$ cat config.mk
export PLATFORM = sky130hd
export DESIGN_NAME = recv_uart_flat
export DESIGN_NICKNAME = d
export VERILOG_FILES = /design/src/rtl/recv_uart_if.sv /design/src/rtl/recv_uart.sv /design/src/flat_wrapper.sv
export SDC_FILE = /design/constraint.sdc
export NUM_CORES = 1
export LEC_CHECK = 0
export CAP_MARGIN = 20
export CORE_ASPECT_RATIO = 0.5
export CORE_MARGIN = 10
export CORE_UTILIZATION = 33
export CTS_CLUSTER_SIZE = 40
export DETAILED_ROUTE_END_ITERATION = 10
export PLACE_DENSITY_LB_ADDON = 0.1
export SETUP_SLACK_MARGIN = 0.05
export SLEW_MARGIN = 20
export SYNTH_ARGS = -nofsm -noshare
export SYNTH_HDL_FRONTEND = slang
export SYNTH_SLANG_ARGS = --single-unit
$ cat constraint.sdc
create_clock -name clk -period 6.8 [get_ports clk]
set_input_delay 2.04 -clock clk [delete_from_list [all_inputs] [get_ports clk]]
set_output_delay 2.04 -clock clk [all_outputs]
set_load 0.05 [all_outputs]
$ cat src/rtl/recv_uart_if.sv
// recv_uart_if: caller-side handshake and serial line of the UART receiver.
//   start       - arm request from the caller (pulse)
//   UART_RXD    - serial receive line, idle high
//   finish      - one-cycle pulse when a frame completes
//   return_val  - received byte, held until the next frame completes
//   frame_error - qualifies return_val on finish (bad stop / parity)
// master: the caller/line driver; slave: the receiver.
interface recv_uart_if;
  logic       start;
  logic       UART_RXD;
  logic       finish;
  logic [7:0] return_val;
  logic       frame_error;

  modport master (
    output start, UART_RXD,
    input  finish, return_val, frame_error
  );

  modport slave (
    input  start, UART_RXD,
    output finish, return_val, frame_error
  );
endinterface

$ cat src/rtl/recv_uart.sv
// recv_uart: armed single-byte UART receiver, 8N1 LSB first.
// The caller pulses start; the block waits for one frame on UART_RXD and
// returns the byte with a one-cycle finish pulse.
// Ports:
//   clk   - system clock, posedge
//   reset - asynchronous, active-low
//   bus   - recv_uart_if.slave (start, UART_RXD, finish, return_val,
//           frame_error)
// Parameters:
//   CLKS_PER_BIT - clk cycles per UART bit (4..65535)
//   HALF_BIT     - falling edge to start-bit centre offset
// Build option: define RECV_UART_PARITY_EN for 8E1 framing; frame_error then
// also flags an even-parity mismatch.
module recv_uart #(
  parameter int unsigned CLKS_PER_BIT = 434,
  parameter int unsigned HALF_BIT     = CLKS_PER_BIT / 2
) (
  input  logic        clk,
  input  logic        reset,
  recv_uart_if.slave  bus
);

  localparam logic [15:0] BIT_LAST  = 16'(CLKS_PER_BIT - 1);
  localparam logic [15:0] HALF_LAST = 16'(HALF_BIT - 1);

  typedef enum logic [2:0] {
    S_IDLE   = 3'd0,
    S_WAIT   = 3'd1,
    S_START  = 3'd2,
    S_DATA   = 3'd3,
`ifdef RECV_UART_PARITY_EN
    S_PARITY = 3'd4,
`endif
    S_STOP   = 3'd5,
    S_DONE   = 3'd6
  } state_t;

  state_t      r_state;
  logic        r_sync1;
  logic        r_rxd_s;
  logic        r_prev;
  logic [15:0] r_cnt;
  logic [2:0]  r_dcnt;
  logic [7:0]  r_shift;
  logic        r_finish;
  logic [7:0]  r_ret;
  logic        r_ferr;
`ifdef RECV_UART_PARITY_EN
  logic        r_par;
`endif
  logic        w_fall;
  logic        w_bit_end;

  // Two-flop synchronizer plus a history flop for falling-edge detection.
  always_ff @(posedge clk or negedge reset) begin
    if (!reset) begin
      r_sync1 <= 1'b1;
      r_rxd_s <= 1'b1;
      r_prev  <= 1'b1;
    end else begin
      r_sync1 <= bus.UART_RXD;
      r_rxd_s <= r_sync1;
      r_prev  <= r_rxd_s;
    end
  end

  assign w_fall    = r_prev & ~r_rxd_s;
  assign w_bit_end = (r_cnt == BIT_LAST);

  always_ff @(posedge clk or negedge reset) begin
    if (!reset) begin
      r_state  <= S_IDLE;
      r_cnt    <= '0;
      r_dcnt   <= '0;
      r_shift  <= '0;
      r_finish <= 1'b0;
      r_ret    <= '0;
      r_ferr   <= 1'b0;
`ifdef RECV_UART_PARITY_EN
      r_par    <= 1'b0;
`endif
    end else begin
      r_finish <= 1'b0;
      case (r_state)
        S_IDLE: begin
          if (bus.start) r_state <= S_WAIT;
        end
        S_WAIT: begin
          if (w_fall) begin
            r_cnt   <= '0;
            r_state <= S_START;
          end
        end
        S_START: begin
          if (r_cnt == HALF_LAST) begin
            r_cnt <= '0;
            if (!r_rxd_s) begin
              r_dcnt  <= '0;
              r_state <= S_DATA;
            end else begin
              r_state <= S_WAIT;  // start bit gone at its centre: glitch
            end
          end else begin
            r_cnt <= r_cnt + 16'd1;
          end
        end
        S_DATA: begin
          if (w_bit_end) begin
            r_cnt   <= '0;
            r_shift <= {r_rxd_s, r_shift[7:1]};
            r_dcnt  <= r_dcnt + 3'd1;
            if (r_dcnt == 3'd7) begin
`ifdef RECV_UART_PARITY_EN
              r_state <= S_PARITY;
`else
              r_state <= S_STOP;
`endif
            end
          end else begin
            r_cnt <= r_cnt + 16'd1;
          end
        end
`ifdef RECV_UART_PARITY_EN
        S_PARITY: begin
          if (w_bit_end) begin
            r_cnt   <= '0;
            r_par   <= r_rxd_s;
            r_state <= S_STOP;
          end else begin
            r_cnt <= r_cnt + 16'd1;
          end
        end
`endif
        S_STOP: begin
          if (w_bit_end) begin
            r_cnt    <= '0;
            r_ret    <= r_shift;
`ifdef RECV_UART_PARITY_EN
            r_ferr   <= ~r_rxd_s | (r_par ^ (^r_shift));
`else
            r_ferr   <= ~r_rxd_s;
`endif
            r_finish <= 1'b1;
            r_state  <= S_DONE;
          end else begin
            r_cnt <= r_cnt + 16'd1;
          end
        end
        S_DONE: begin
          r_state <= S_IDLE;
        end
        default: begin
          r_state <= S_IDLE;
        end
      endcase
    end
  end

  assign bus.finish      = r_finish;
  assign bus.return_val  = r_ret;
  assign bus.frame_error = r_ferr;

endmodule

$ cat src/flat_wrapper.sv
// flat-port wrapper written by rule: the top's interface ports become plain ports
module recv_uart_flat 
#(
  parameter int unsigned CLKS_PER_BIT = 434,
  parameter int unsigned HALF_BIT     = CLKS_PER_BIT / 2
)
  (clk, reset, bus_start, bus_UART_RXD, bus_finish, bus_return_val, bus_frame_error);
  recv_uart_if bus_i ();
  input  logic clk;
  input  logic reset;
  input wire logic [$bits(bus_i.start)-1:0] bus_start;
  input wire logic [$bits(bus_i.UART_RXD)-1:0] bus_UART_RXD;
  output wire logic [$bits(bus_i.finish)-1:0] bus_finish;
  output wire logic [$bits(bus_i.return_val)-1:0] bus_return_val;
  output wire logic [$bits(bus_i.frame_error)-1:0] bus_frame_error;
  assign bus_i.start = bus_start;
  assign bus_i.UART_RXD = bus_UART_RXD;
  assign bus_finish = bus_i.finish;
  assign bus_return_val = bus_i.return_val;
  assign bus_frame_error = bus_i.frame_error;
  recv_uart #(.CLKS_PER_BIT(CLKS_PER_BIT), .HALF_BIT(HALF_BIT)) u_core (.clk(clk), .reset(reset), .bus(bus_i));
endmodule
After elaboration in Yosys (flattened, before gate mapping):

Cells that the tools add are included.

* add/sub/neg operators: 2
* bitwise gates (word level): 2
* reduce and logical (&&, ||, !) cells: 9
* equal/unequal tests: 14
* muxes and demuxes: 18

Operator list (count)
* two-way mux 16 bit: 3
* case mux 16 bit (3 select lines): 1
* two-way mux 3 bit: 9
* adder 16 x 1 -> 16 bit, second input constant: 1
* == test 16 x 8 -> 1 bit, second input constant: 1
* == test 16 x 9 -> 1 bit, second input constant: 1
* case mux 3 bit (5 select lines): 1
* inequality test 2 x 1 -> 1 bit, second input constant: 5
* == test 3 x 2 -> 1 bit, second input constant: 2
* == test 3 bit, second input constant: 2
* case mux 3 bit (2 select lines): 1
* AND reduction 2 bit: 3
* AND reduction 6 bit: 1
* inequality test 2 bit, second input constant: 2
* AND reduction 4 bit: 1
* adder 3 x 1 -> 3 bit, second input constant: 1
* == test 3 x 1 -> 1 bit, second input constant: 1
* logical NOT 3 bit: 1
* nonzero test 3 bit: 1
* two-way mux 1 bit: 2
* two-way mux 2 bit: 1
* nonzero test 2 bit: 1
* OR reduction 2 bit: 1
* bitwise AND 1 bit: 1
* inverter 1 bit: 1

* word-level logic and storage cells: 55
* output and inout port bits: 10
* input bits: 4
* register bits after elaboration: 43

Longest topological paths before layout:

* depth in word-level cells: 4
* depth in mapped cells: 8
* mapped depth without buffers: 7

Worst setup path before layout:

No wires, ideal clock.

* kind: input to register
* start point: in bus_start
* end point: reg u_core.r_state[1]
* path slack: 3.934 ns
* library setup time: 0.125 ns
* required time: 6.675 ns
* arrival: 2.741 ns
* cell stages on the path: 4
* path through: mux2_2 -> o31ai_1 -> nor2_1 -> mux2i_1

* word-level cells in the longest chain between the ends: 2

RTL lines
* start, declared: line flat_wrapper.sv:11 `input wire logic [$bits(bus_i.start)-1:0] bus_start;`
* inequality test 2 bit (no line)
* AND reduction 6 bit (no line)
* end signal, assigned: line recv_uart.sv:72 `r_state <= S_IDLE;`
* end signal, assigned: line recv_uart.sv:86 `if (bus.start) r_state <= S_WAIT;`
* end signal, assigned: line recv_uart.sv:91 `r_state <= S_START;`
* end, declared: line recv_uart.sv:38 `state_t r_state;`

No other way between the ends.
A chain may end at the register's enable or synchronous reset.

Final worst setup path:

* start point: reg u_core.r_ret[7], in the netlist u_core.bus.return_val[7]
* end point: out bus_return_val[7]

RTL lines
* start, declared: line recv_uart.sv:46 `logic [7:0] r_ret;`
* start signal, assigned: line recv_uart.sv:137 `r_ret <= r_shift;`
* end, declared: line flat_wrapper.sv:14 `output wire logic [$bits(bus_i.return_val)-1:0] bus_return_val;`

No word-level cell between the ends.

==> reports/metrics.yaml <==
tightest_slew_ns: 0.707
min-delay-start: "u_core.r_sync1"
required_ns: 4.76
rsz0062_at_grt: "no"
setup_violations: 0
cts_tree: "built"
p_sw_frac: 0.215
busiest_layer: "met2"
cts_made_buffers: 5
gp_congestion: 0.743
grt_max_degree: 44
relSlewSlack: 0.526
cts_root_buf: "clkbuf_16"
design.core.area_mm2: 0.00623
place_hpwl_mm: 2.78
p_comb_frac: 0.014
worstPathArrival_ns: 1.45
vias_per_cell: 5.01
period_share: 0.513
place_area_mm2: 0.00235
hold_viol: 0
first_global_vias: 1404
clockPowerShare: 0.475
fin_ws_ns: 3.31
overflow: 0
r2r_start: "u_core.r_cnt[1]"
final_util: 0.404
clock_latency_ns: 0.28
stdcell_count: 294
cpPeakStageDelay_ns: 0.81
p_seq_frac: 0.511
drcViolationCount: 0
yosys_warnings: 0
drive_above_1_share: 0.214
drt-total-wl_mm: 4.09
die_x_um: 135
min_period_ns: 3.49
r2r_slack_ns: 4.22
synth_fp_nets: 201
path_class: "reg2out"
fin_skew_ns: 0.00567
met3_usage: 0.0263
antenna_cells: 0
switchingPower_mw: 0.108
reg2reg_depth: 6
drv_slew: 0
p_total_mw: 0.505
htreeDepth: 2
intPower_mw: 0.396
cts_resized: 0
ys_ff_latch: 43
wire_per_inst_um: 13.9
post_cts_buffers: 0
synth_top_area_cell: "dfrtp_1"
grt_first_pass_wirelength_mm: 7.01
synth_area_leaders: "dfrtp_1, mux2_4, dfstp_2, mux2_2, o21ai_0"
postLayoutCellArea_mm2: 0.00252
dp.cells: 286
syn_inst: 192
rows: 20
die-area_mm2: 0.0104
pre_cts_ws_ns: 3.42
first_pass_iters: 4
ys_seq_area_frac: 0.497
critPathLaunchType: "register"
syn_area_mm2: 0.00217
crit_family: "buffers and inverters"
antenna_found_initial: 0
cts_sinks: 43
timing.rr.end: "u_core.bus.return_val[2]"
worst-path-buf-inv: 1
holdWs_ns: 0.350
worstPathCellList: "clkdlybuf4s50_1"
fmax_ghz: 0.287
fin_setup_tns_ns: 0
hp-class: "reg2reg"
maxCapViolations: 0
crit_fanout: 2
cts.path.max_buffers: 2
ant_nets: 0
ios: 14
vdd_ir_drop_max_mv: 0.0901
critPathCaptureType: "output port"
synth.avg_cell_area_um2: 11.3
grt_usage: 0.0810
power_leakage_nw: 1.13
vias: 1474
path_clk_slew_ns: 0.07
hold_depth: 0
area.growth.synth_to_final_pct: 15.8
drt_iter0_markers: 96
use_met2: 0.119
netlist.area_leader.share: 0.460
start_util: 0.349
status: "complete, no violations"
nNetsFinal: 214
power_density_mw_per_mm2: 201
port_buffers: 13
synth_cell_types: 41
cts_hold_buf: 0
holdPathEnd: "u_core.r_rxd_s"
grtUsageMet1: 0.109
critPathSlowestCell: "clkdlybuf4s50_1"
die_h_um: 77.4
-- placed cells by master, fill, tap and decap left out, drive strengths merged, types with 4 or more instances in the layout --
master	count
nor2b	6
inv	9
clkbuf	5
and3	5
dfrtp	40
nand3	14
ha	5
nand4	4
mux2	17
a22o	4
nand2	13
a31oi	5
nor3	4
a21oi	8
nor2	7
o21ai	18
clkdlybuf4s50	12
-- layer usage --
metal	share of wire	up-vias	wire [um]
met2	0.44	14	1810
met1	0.51	732	2080
met4	0.011	0	46
met3	0.036	7	149
li1	-	721	-
met5	0	-	0
-- synth_stat cells, drive strengths merged --
cell / instances
inv: 9
o21ai: 18
and4: 1
nand4: 4
ha: 5
dfrtp: 40
or3b: 2
a21oi: 8
and3: 5
nor4: 2
o21a: 1
a22o: 4
nor3: 4
o211ai: 1
buf: 4
o31ai: 1
a31oi: 5
or3: 2
nand2b: 1
nor2b: 6
o21bai: 1
mux2: 17
a41oi: 1
or4: 3
o32a: 1
dfstp: 3
o32ai: 1
nand2: 13
mux2i: 1
nand3: 14
nor2: 7
and2b: 1
clkbuf: 3
xor2: 3
-- logic make-up (layout without fill, tap and decap cells) --
family,Yosys count,in the layout,synth area share
compound gates,42,42,0.123
xor+xnor,3,3,0.0121
fa+ha+maj,5,5,0.0288
buf+inv,16,30,0.0414
flops,43,43,0.497
mux,18,18,0.112
simple gates,65,65,0.187
-- flip-flops by register name (all words and copies together), names as in the netlist --
name and flops:
u_core.r_prev 1, u_core.r_state 3, u_core.r_sync1 1, u_core.r_shift 8, u_core.bus.frame_error 1, u_core.r_rxd_s 1
u_core.r_dcnt 3, u_core.r_cnt 16, u_core.bus.finish 1, u_core.bus.return_val 8
-- final cells by class --
type | instances | area, um^2
Fill cell | 611 | 3710
Sequential cell | 43 | 1080
Clock inverter | 3 | 25.0
Multi-Input combinational cell | 133 | 1020
Timing Repair Buffer | 13 | 128
Clock buffer | 5 | 125
Tap cell | 88 | 110
Inverter | 9 | 33.8
-- worst register-to-register path, stage by stage (launching register included) --
cell and delay (ns):
dfrtp_1 0.40, inv_1 0.10, ha_1 0.14, or3b_2 0.47
nor4_4 0.53, nand3_2 0.41, mux2_4 0.42
-- worst max path at each step --
stage / start / to / slack (ns) / cells past startpoint
2_1_floorplan: bus_start / u_core.r_state[1] / 3.93 / 4
3_3_place_gp: bus_start / u_core.r_state[1] / 3.45 / 5
3_5_place_dp: bus_start / u_core.r_state[1] / 3.42 / 5
4_1_cts: u_core.bus.return_val[7] / bus_return_val[7] / 3.30 / 1
5_1_grt: u_core.bus.return_val[7] / bus_return_val[7] / 3.26 / 1
6_report: u_core.bus.return_val[7] / bus_return_val[7] / 3.31 / 1
-- power by group through the flow --
stage	Sequential (mW)	Clock, mW	Combinational, mW
2_1_floorplan	0.263	0	0.000703
3_3_place_gp	0.263	0	0.00774
3_5_place_dp	0.263	0	0.00776
4_1_cts	0.258	0.250	0.00772
5_1_grt	0.258	0.259	0.00872
6_report	0.258	0.240	0.00724
No activity file was read; power rests on OpenSTA's default activity.
